File: src/rtl/oam_dma_arbiter.sv
// Sprite (OAM) DMA engine and CPU/DMA system-bus arbiter.
// A CPU write to DMA_TRIG_ADDR halts the core and copies one 256-byte page to OAM_DATA_ADDR.
module oam_dma_arbiter #(
  parameter logic [15:0] DMA_TRIG_ADDR = 16'h4014,
  parameter logic [15:0] OAM_DATA_ADDR = 16'h2004
) (
  input  logic        clk_ph1,
  input  logic        rst,
  input  logic [15:0] cpu_addr,
  input  logic [7:0]  cpu_wdata,
  input  logic        cpu_wr,
  output logic        cpu_rdy,
  output logic [15:0] bus_addr,
  output logic [7:0]  bus_wdata,
  output logic        bus_wr,
  input  logic [7:0]  bus_rdata,
  output logic        dma_active,
  output logic [2:0]  dbg_state,
  output logic [7:0]  dbg_idx
);

  typedef enum logic [2:0] {
    IDLE  = 3'd0,
    HALT  = 3'd1,
    ALIGN = 3'd2,
    READ  = 3'd3,
    WRITE = 3'd4
  } state_t;

  state_t      state;
  logic        parity;
  logic [7:0]  idx;
  logic [7:0]  page;
  logic [7:0]  data;

  // cpu_rdy is a ready toward the core: while it is 0 the core holds every
  // input steady and none of its write strobes reach the bus.
  always_ff @(posedge clk_ph1) begin
    if (!rst) begin
      state      <= IDLE;
      parity     <= 1'b0;
      idx        <= 8'h00;
      page       <= 8'h00;
      data       <= 8'h00;
      cpu_rdy    <= 1'b1;
      dma_active <= 1'b0;
    end else begin
      parity <= ~parity;
      case (state)
        IDLE: begin
          if (cpu_wr && (cpu_addr == DMA_TRIG_ADDR)) begin
            page       <= cpu_wdata;
            idx        <= 8'h00;
            cpu_rdy    <= 1'b0;
            dma_active <= 1'b1;
            state      <= HALT;
          end
        end
        // Reads must land on get cycles, so insert ALIGN when the next cycle is a put.
        HALT:  state <= parity ? READ : ALIGN;
        ALIGN: state <= READ;
        READ: begin
          data  <= bus_rdata;
          state <= WRITE;
        end
        WRITE: begin
          if (idx == 8'hFF) begin
            idx        <= 8'h00;
            cpu_rdy    <= 1'b1;
            dma_active <= 1'b0;
            state      <= IDLE;
          end else begin
            idx   <= idx + 8'h01;
            state <= READ;
          end
        end
        default: state <= IDLE;
      endcase
    end
  end

  always_comb begin
    bus_addr  = cpu_addr;
    bus_wdata = cpu_wdata;
    bus_wr    = 1'b0;
    case (state)
      IDLE:  bus_wr = cpu_wr;
      READ:  begin
        bus_addr  = {page, idx};
        bus_wdata = data;
      end
      WRITE: begin
        bus_addr  = OAM_DATA_ADDR;
        bus_wdata = data;
        bus_wr    = 1'b1;
      end
      default: bus_wr = 1'b0;
    endcase
  end

  assign dbg_state = state;
  assign dbg_idx   = idx;

endmodule
File: config.mk
export PLATFORM = sky130hd
export DESIGN_NAME = oam_dma_arbiter
export DESIGN_NICKNAME = d
export VERILOG_FILES = /design/src/rtl/oam_dma_arbiter.sv
export SDC_FILE = /design/constraint.sdc
export NUM_CORES = 1
export LEC_CHECK = 0
export CAP_MARGIN = 20
export CORE_MARGIN = 2
export CORE_UTILIZATION = 41
export CTS_CLUSTER_DIAMETER = 200
export DETAILED_ROUTE_END_ITERATION = 8
export PLACE_DENSITY = 0.79
export SLEW_MARGIN = 20
export SYNTH_ARGS = -nofsm -noshare
export SYNTH_HDL_FRONTEND = slang
export SYNTH_SLANG_ARGS = --single-unit
File: constraint.sdc
create_clock -name clk_ph1 -period 1.8 [get_ports clk_ph1]
set_input_delay 0.36 -clock clk_ph1 [delete_from_list [all_inputs] [get_ports clk_ph1]]
set_output_delay 0.36 -clock clk_ph1 [all_outputs]
set_load 0.01 [all_outputs]
## Yosys cells after proc, flatten, opt, wreduce, memory -nomap -nowiden

Index checks and enable logic that the tools add are counted.

| storage, ports and cells | value |
|---|---|
| flip-flop bits (word level) | 30 |
| input bits | 35 |
| word-level logic and storage cells | 40 |

| cells by class | value |
|---|---|
| add/sub/neg operators | 1 |
| equality and inequality tests | 8 |
| mux-type cells | 16 |
| bitwise gates (word level) | 1 |
| reduce and logical (&&, ||, !) cells | 7 |

Operators with widths:

| kind | count |
|---|---|
| $pmux 16 s2 | 1 |
| $mux 8 | 3 |
| $eq 16x15->1 const B | 1 |
| $pmux 8 s2 | 1 |
| $pmux 3 s5 | 1 |
| $add 8x1->8 const B | 1 |
| $eq 8x8->1 const B | 1 |
| $eq 3x2->1 const B | 2 |
| $pmux 1 s2 | 3 |
| $mux 1 | 5 |
| $ne 2x2->1 const B | 2 |
| $reduce_and 2->1 | 2 |
| $eq 3x1->1 const B | 1 |
| $eq 3x3->1 const B | 1 |
| $logic_not 3->1 | 1 |
| $mux 3 | 1 |
| $reduce_and 3->1 | 1 |
| $mux 2 | 1 |
| $reduce_bool 2->1 | 1 |
| $reduce_or 2->1 | 1 |
| $logic_and 1x1->1 | 1 |
| $not 1->1 | 1 |

## Logic depth before layout (Yosys ltp)

Gate-level depths: netlist (run 1).

| logic depth | value |
|---|---|
| depth in word-level cells | 4 |
| gate-level depth with buffers | 6 |
| gate-level depth less buffers | 5 |

## Least setup slack after synthesis (run 1)

No wires, ideal clock.

| path | value |
|---|---|
| path kind | reg-to-output |
| from | register state[0] (netlist: dbg_state[0]) |
| to | output bus_wdata[1] |
| data arrival time | 1.503 ns |
| path slack | -0.063 ns |
| stages on the path, launching flop included | 7 |
| buffers on the path | 2 |
| cells stage by stage | dfxtp_1 -> buf_2 -> nand2_1 -> nor2_2 -> nor2_2 -> buf_2 -> mux2_1 |

| on the way | value |
|---|---|
| cells in the longest elaborated chain, start to end | 3 |
| elaborated cells on any way between the ends | 4 |

Ends and longest elaborated chain:

| item | RTL line | source |
|---|---|---|
| start, declared | 30 | `state_t state;` |
| start signal, assigned | 60 | `HALT: state <= parity ? READ : ALIGN;` |
| $eq 3x3->1 or $eq 3x2->1 (tied branches) | 86 | `case (state)` |
| $reduce_or 2->1 (no line) * | - |  |
| $mux 8 * | 86 |  |
| end, declared | 14 | `output logic [7:0] bus_wdata,` |

Mark *: on every way between the ends. The rest lies on a longest branch, timed or not.

## Worst setup path after layout (run 1)

| path | value |
|---|---|
| from | register state[1] (netlist: dbg_state[1]) |
| to | output bus_addr[3] |

| on the way | value |
|---|---|
| cells in the longest elaborated chain, start to end | 2 |
| elaborated cells on any way between the ends | 3 |

Ends and longest elaborated chain:

| item | RTL line | source |
|---|---|---|
| $eq 3x3->1 or $eq 3x2->1 (tied branches) | 86 |  |
| $pmux 16 s2 * | 86 |  |
| end, declared | 13 | `output logic [15:0] bus_addr,` |

Marks and branches as above.

==> results.sh, run 1 <==
export IMPL_cts_tree="done"
export IMPL_cp_top_family="buffers and inverters"
export IMPL_status="finished, violations left"
export IMPL_violations="negative setup slack"
export IMPL_fin_hold_ws_ns=0.426
export IMPL_synth_area_um2=1620
export IMPL_layout_min_cycle_time_ns=1.93
export IMPL_slew_violations=0
export IMPL_n_fill_cell=273
export IMPL_cts_sinks=30
export IMPL_synth_seq_cells=30
export IMPL_cp_end_kind="output pin"
export IMPL_ant_nets=0
export IMPL_grt_max_degree=25
export IMPL_rsz0062_at_grt="true"
export IMPL_die_x_um=66.8
export IMPL_synth_cell_type_count=46
export IMPL_ioPinCount=73
export IMPL_tightest_slew_ns=0.285
export IMPL_path_class="reg2out"
export IMPL_core_area_um2=3720
export IMPL_fmax_mhz=518
export IMPL_hold_depth=1
export IMPL_crit_chain="nand2_4, nor2_4, buf_4, bufbuf_16, a22o_1, buf_2"
export IMPL_synth_top_area_cell="dfxtp_1"
export IMPL_slowest_stage="dfxtp_4"
export IMPL_cp_max_fo=12
export IMPL_synthCells=189
export IMPL_h_tree_depth=2
export IMPL_worst_hold_startpoint="parity$_SDFF_PN0_"
export IMPL_yosysSeqAreaShare_pct=37.2
export IMPL_hold_path_end="parity$_SDFF_PN0_"
export IMPL_critPathMaxStageDelay_ns=0.37
export IMPL_grt_pass1_wl_mm=8.65
export IMPL_antenna_found_initial=0
export IMPL_cp_required_ns=1.44
export IMPL_cts_buffers=5
export IMPL_wl_per_cell_um=16.7
export IMPL_synth_flop_cell="dfxtp_1"
export IMPL_layout_drive_gt1_share_pct=31.0
export IMPL_synth_top_area_share_pct=37.2
export IMPL_finalHoldViolations=0
export IMPL_fin_skew_ns=0.00400
export IMPL_start_util_pct=43.5
export IMPL_yosysMostFrequentCell="nand2_1"
export IMPL_synth_edff_count=0
export IMPL_drc_errors=0
export IMPL_final_nets=324
export IMPL_ff_latch_area_um2=612
export IMPL_arrival_ns=1.57
export IMPL_yosysWarnings=0
export IMPL_die_height_um=66.8
export IMPL_drt_wl_total_mm=5.59
export IMPL_synth_area_leaders="dfxtp_1, nand2_1, a22o_1, mux2i_1, mux2_1"
export IMPL_overflow=0
export IMPL_start_kind="register"
export IMPL_crit_buf_inv=3
export IMPL_max_slew_margin_rel_pct=80.9
export IMPL_setup_violations=20
export IMPL_dpl_worst_slack_ns=-0.360
export IMPL_dieArea_um2=4460
export IMPL_grt_pass1_vias=1790
export IMPL_multi_input_area_um2=1010
export IMPL_synth_avg_cell_area_um2=8.55
export IMPL_rows=22
export IMPL_cap_violations=0
export IMPL_r2r_start="dbg_idx[0]$_SDFFE_PN0P_"
export IMPL_routed_via_count=1845
export IMPL_syn_to_final_growth_pct=70.8
export IMPL_synth_async_reset_ratio_pct=0
export IMPL_insertion_delay_ns=0.28
export IMPL_hp_class="reg2reg"
export IMPL_syn_num_nets=225
export IMPL_r2r_cells=5
export IMPL_clk_pin_slew_ns=0.06
export IMPL_hpwl_mm=3.76
export IMPL_vdd_drop_max_mv=0.465
export IMPL_power_density_nw_per_um2=603
export IMPL_synthTopCellsByCount="nand2_1, dfxtp_1, a22o_1"
export IMPL_ff2ff_setup_slack_ns=0.17
export IMPL_worst_slack_ns=-0.131
export IMPL_port_buffer_count=72
export IMPL_timing_final_crit_share_pct=107
export IMPL_hold_buffers=0
export IMPL_grt_usage_pct=26.0
export IMPL_r2r_end="dbg_state[0]$_SDFFE_PN0P_"
export IMPL_drtPass1Iterations=4
export IMPL_cts_buffer_depth=2
export IMPL_diodes=0
export IMPL_cellLeakagePower_nw=1.26
export IMPL_cts_root_buf="clkbuf_8"
export IMPL_routed_via_density=5.51
export IMPL_gp_congestion=0.809
export IMPL_drt_iter0_drc=146
## area by class of cell
type                       instances  area share [%]
multi-input combinational        143            36.6
sequential                        30            22.2
clock buffer                       6            2.99
timing repair buffer             106            35.8
tap                               48            2.17
inverter                           2           0.272
## where the power goes
part           total [mW]  internal [mW]  switching, mW
combinational       0.428          0.237          0.191
clock               0.534          0.294          0.240
sequential          0.705          0.682         0.0224
total                1.67           1.21          0.453
## logic make-up (layout without fill, tap and decap cells)
group,count (synthesis),count (layout),synth area share [%]
fa+ha+maj,1,1,0.774
simple gates,76,76,23.6
buf+inv,16,114,4.26
mux,17,17,11.1
xor+xnor,1,1,0.542
compound gates,48,48,22.5
flops,30,30,37.2
## what timing repair did
| item | 4_1_cts | 5_1_grt |
|---|---|---|
| setup endpoints to repair | 41 | 41 |
| gates resized for setup | 130 | 22 |
| buffers inserted | 5 | 3 |
| pin swaps | 9 | 12 |
| gates cloned | 1 | 1 |
## cell usage in the layout (no fill, tap or decap), types with 2 or more instances in the layout
cell type,instances
dlymetal6s2s_1,10
buf_4,24
o22ai_1,2
a22o_1,14
nand3_1,5
buf_6,18
mux2i_1,9
nor2_1,2
buf_2,15
nand2b_1,3
clkdlybuf4s50_1,35
dlygate4sd2_1,2
and3_1,4
nor2_4,2
a21oi_1,13
nor4b_4,2
dfxtp_1,27
dfxtp_4,3
nand2_1,45
mux2_4,2
mux2_2,6
a211oi_1,3
o21a_1,2
clkbuf_8,6
## state kept, by name, summed over array words and instances (netlist names)
register    count
dbg_state       3
data            8
dma_active      1
parity          1
page            8
cpu_rdy         1
dbg_idx         8
## metrics by stage
step	std cells	setup TNS (ns)	instance area, µm²	util, %	total power, mW
5_1_grt	335	-2.73	2760	74.3	1.74
4_1_cts	332	-2.10	2680	72.2	1.66
6_report	335	-1.66	2760	74.3	1.67
3_3_place_gp	321	-10.62	2540	68.2	1.13
3_5_place_dp	321	-11.16	2540	68.2	1.13
2_1_floorplan	189	0	1630	-	0.876
## per-layer routing
layer	GRT usage [%]	routed length, µm
met1	30.2	2210
met2	45.8	2870
met3	7.94	419
met4	7.65	91
met5	0	0
## worst max path at each step
stage | startpoint | to | cells past startpoint
after global placement | cpu_addr[8] | dbg_idx[4]$_SDFFE_PN0P_ | 8
after floorplan | dbg_state[1]$_SDFFE_PN0P_ | bus_wdata[1] | 6
final | dbg_state[1]$_SDFFE_PN0P_ | bus_addr[3] | 6
after detailed placement | cpu_addr[8] | dbg_idx[4]$_SDFFE_PN0P_ | 8
after global routing | dbg_state[1]$_SDFFE_PN0P_ | bus_addr[3] | 6
after CTS | dbg_state[1]$_SDFFE_PN0P_ | bus_addr[0] | 6
Power figures use the tool's default switching activity.
==> inputs of run 2 (changes only) <==
--- a/config.mk
+++ b/config.mk
@@ -11,6 +11,7 @@
 export CTS_CLUSTER_DIAMETER = 200
 export DETAILED_ROUTE_END_ITERATION = 8
 export PLACE_DENSITY = 0.79
+export SETUP_SLACK_MARGIN = 0.02
 export SLEW_MARGIN = 20
 export SYNTH_ARGS = -nofsm -noshare
 export SYNTH_HDL_FRONTEND = slang
==> constraint.sdc (replaced) <==
create_clock -name clk_ph1 -period 1.8 [get_ports clk_ph1]
set_input_delay 0.36 -clock clk_ph1 [delete_from_list [all_inputs] [get_ports clk_ph1]]
set_output_delay 0.36 -clock clk_ph1 [all_outputs]
set_load 0.005 [all_outputs]
==> run 2 against run 1 <==
The flow still finishes with violations (negative setup slack). Critical path depth unchanged. Worst setup slack worse by 0.0089 ns. Non-clock buffer count up 8. Total power up 2.9%. Fmax down 0.46%. Wire length up 6.8%. Critical endpoint is now bus_wdata[7]. Highest routed layer unchanged.
==> results.sh, run 2 (synthesized netlist as in run 1, its figures left out) <==
export IMPL_h_tree_depth=2
export IMPL_path_class="reg2out"
export IMPL_slew_violations=0
export IMPL_endpoint="bus_wdata[7]"
export IMPL_fin_skew_ns=0.00561
export IMPL_drc_errors=0
export IMPL_rows=22
export IMPL_hpwl_mm=3.66
export IMPL_final_area_um2=2860
export IMPL_clk_pin_slew_ns=0.07
export IMPL_layout_drive_gt1_share_pct=33.0
export IMPL_insertion_delay_ns=0.28
export IMPL_die_height_um=66.8
export IMPL_drtPass1Iterations=4
export IMPL_timing_final_crit_share_pct=108
export IMPL_final_nets=332
export IMPL_die_x_um=66.8
export IMPL_start_util_pct=43.5
export IMPL_setup_worst_path_start="dbg_state[0]$_SDFFE_PN0P_"
export IMPL_ff2ff_setup_slack_ns=0.05
export IMPL_layout_min_cycle_time_ns=1.94
export IMPL_hp_class="reg2reg"
export IMPL_rsz0062_at_grt="true"
export IMPL_setup_violations=22
export IMPL_grt_pass1_vias=1957
export IMPL_layout_cells_non_filler=345
export IMPL_cp_max_fo=6
export IMPL_placedCellCount=323
export IMPL_power_density_nw_per_um2=599
export IMPL_cap_violations=0
export IMPL_wl_per_cell_um=17.3
export IMPL_start_kind="register"
export IMPL_status="finished, violations left"
export IMPL_vdd_drop_max_mv=0.404
export IMPL_cellLeakagePower_nw=1.33
export IMPL_syn_to_final_growth_pct=77.2
export IMPL_overflow=0
export IMPL_final_cell_mix="nand2_1, clkdlybuf4s50_1, buf_4"
export IMPL_n_fill_cell=239
export IMPL_cts_tree="done"
export IMPL_routed_via_density=5.56
export IMPL_cts_root_buf="clkbuf_8"
export IMPL_violations="negative setup slack"
export IMPL_diodes=0
export IMPL_r2r_cells=6
export IMPL_dpl_worst_slack_ns=-0.328
export IMPL_cts_buffer_depth=2
export IMPL_routed_via_count=1917
export IMPL_cp_required_ns=1.44
export IMPL_cts_buffers=5
export IMPL_ioPinCount=73
export IMPL_cts_sinks=30
export IMPL_antenna_found_initial=0
export IMPL_grt_max_degree=25
export IMPL_cp_end_kind="output pin"
export IMPL_max_slew_margin_rel_pct=77.1
export IMPL_grt_pass1_wl_mm=9.62
export IMPL_dieArea_um2=4460
export IMPL_tightest_slew_ns=0.341
export IMPL_multi_input_area_um2=1050
export IMPL_drt_iter0_drc=224
export IMPL_finalHoldViolations=0
export IMPL_arrival_ns=1.58
export IMPL_worst_slack_ns=-0.140
export IMPL_ant_nets=0
export IMPL_gp_congestion=0.835
export IMPL_place_area_um2=2580
export IMPL_fmax_mhz=515
export IMPL_layout_commonest_cell="nand2_1"
export IMPL_core_area_um2=3720
export IMPL_drt_wl_total_mm=5.97
export IMPL_r2r_start="dbg_state[2]$_SDFFE_PN0P_"
export IMPL_ff_latch_area_um2=612
export IMPL_port_buffer_count=72
export IMPL_fin_hold_ws_ns=0.422
export IMPL_r2r_end="page[0]$_SDFFE_PN0P_"
export IMPL_grt_usage_pct=29.0
run 2: cell types whose count changed in the layout (fill, tap and decap cells not counted), moves of 4 or more:
cell,before,now
buf_4,24,33
clkdlybuf4s50_1,35,39
mux2_2,6,0
mux2_4,2,8
buf_6,18,13
run 2: what timing repair did:
| item | in CTS | in global routing |
|---|---|---|
| endpoints found under the hold margin | 0 | 0 |
| gates resized for setup | 127 | 26 |
| gates cloned | 4 | 0 |
| hold buffers | 0 | 0 |
| buffers inserted | 10 | 3 |
| endpoints found under the setup margin | 41 | 43 |
| pin swaps | 6 | 10 |
run 2: power breakdown:
part | switching, mW | internal (mW)
combinational | 0.180 | 0.261
clock | 0.261 | 0.308
sequential | 0.0240 | 0.682
run 2: layout make-up:
| class | instances | area share [%] |
|---|---|---|
| inverters | 2 | 0.262 |
| clock inverters | 1 | 0.175 |
| multi-input cells | 143 | 36.6 |
| well taps | 48 | 2.10 |
| repair buffers | 114 | 36.5 |
| clock buffers | 7 | 3.01 |
| flip-flops and latches | 30 | 21.4 |
run 2: per-layer routing:
layer  routed length (µm)  global-route usage, %  vias up
met5                    0                      0        -
met4                  143                   12.8        0
met3                  532                   8.45       18
met2                 3030                   50.5      119
met1                 2260                   32.7      889
li1                     -                      -      891
run 2: how the worst min path moves through the flow:
| stage | from | end | slack (ns) | depth (start not counted) |
|---|---|---|---|---|
| floorplan | parity$_SDFF_PN0_ | parity$_SDFF_PN0_ | 0.39 | 1 |
| global placement | parity$_SDFF_PN0_ | parity$_SDFF_PN0_ | 0.40 | 1 |
| detailed placement | parity$_SDFF_PN0_ | parity$_SDFF_PN0_ | 0.41 | 1 |
| CTS | parity$_SDFF_PN0_ | parity$_SDFF_PN0_ | 0.42 | 1 |
| global route | parity$_SDFF_PN0_ | parity$_SDFF_PN0_ | 0.46 | 1 |
| finish | parity$_SDFF_PN0_ | parity$_SDFF_PN0_ | 0.42 | 1 |
run 2: worst max-delay path, cell delays in order, from the launching register on:
cell     delay [ns]
dfxtp_4        0.37
nand2_4        0.08
nor2_4         0.05
nor2_4         0.20
buf_12         0.16
mux2_4         0.31
buf_6          0.12
run 2: metrics by stage:
| step | TNS (ns) | util (%) | total power, mW |
|---|---|---|---|
| 4_1_cts | -3.40 | 77.0 | 1.71 |
| 5_1_grt | -3.51 | 77.1 | 1.79 |
| 3_5_place_dp | -8.51 | 69.3 | 1.12 |
| 2_1_floorplan | 0 | - | 0.851 |
| 3_3_place_gp | -7.69 | 69.3 | 1.12 |
| 6_report | -2.25 | 77.1 | 1.72 |
==> inputs of run 3 (changes only) <==
--- a/config.mk
+++ b/config.mk
@@ -5,7 +5,6 @@
 export SDC_FILE = /design/constraint.sdc
 export NUM_CORES = 1
 export LEC_CHECK = 0
-export CAP_MARGIN = 20
 export CORE_MARGIN = 2
 export CORE_UTILIZATION = 41
 export CTS_CLUSTER_DIAMETER = 200
==> results of run 3 <==
The final DEF is identical to that of run 2; final timing and power are the same.
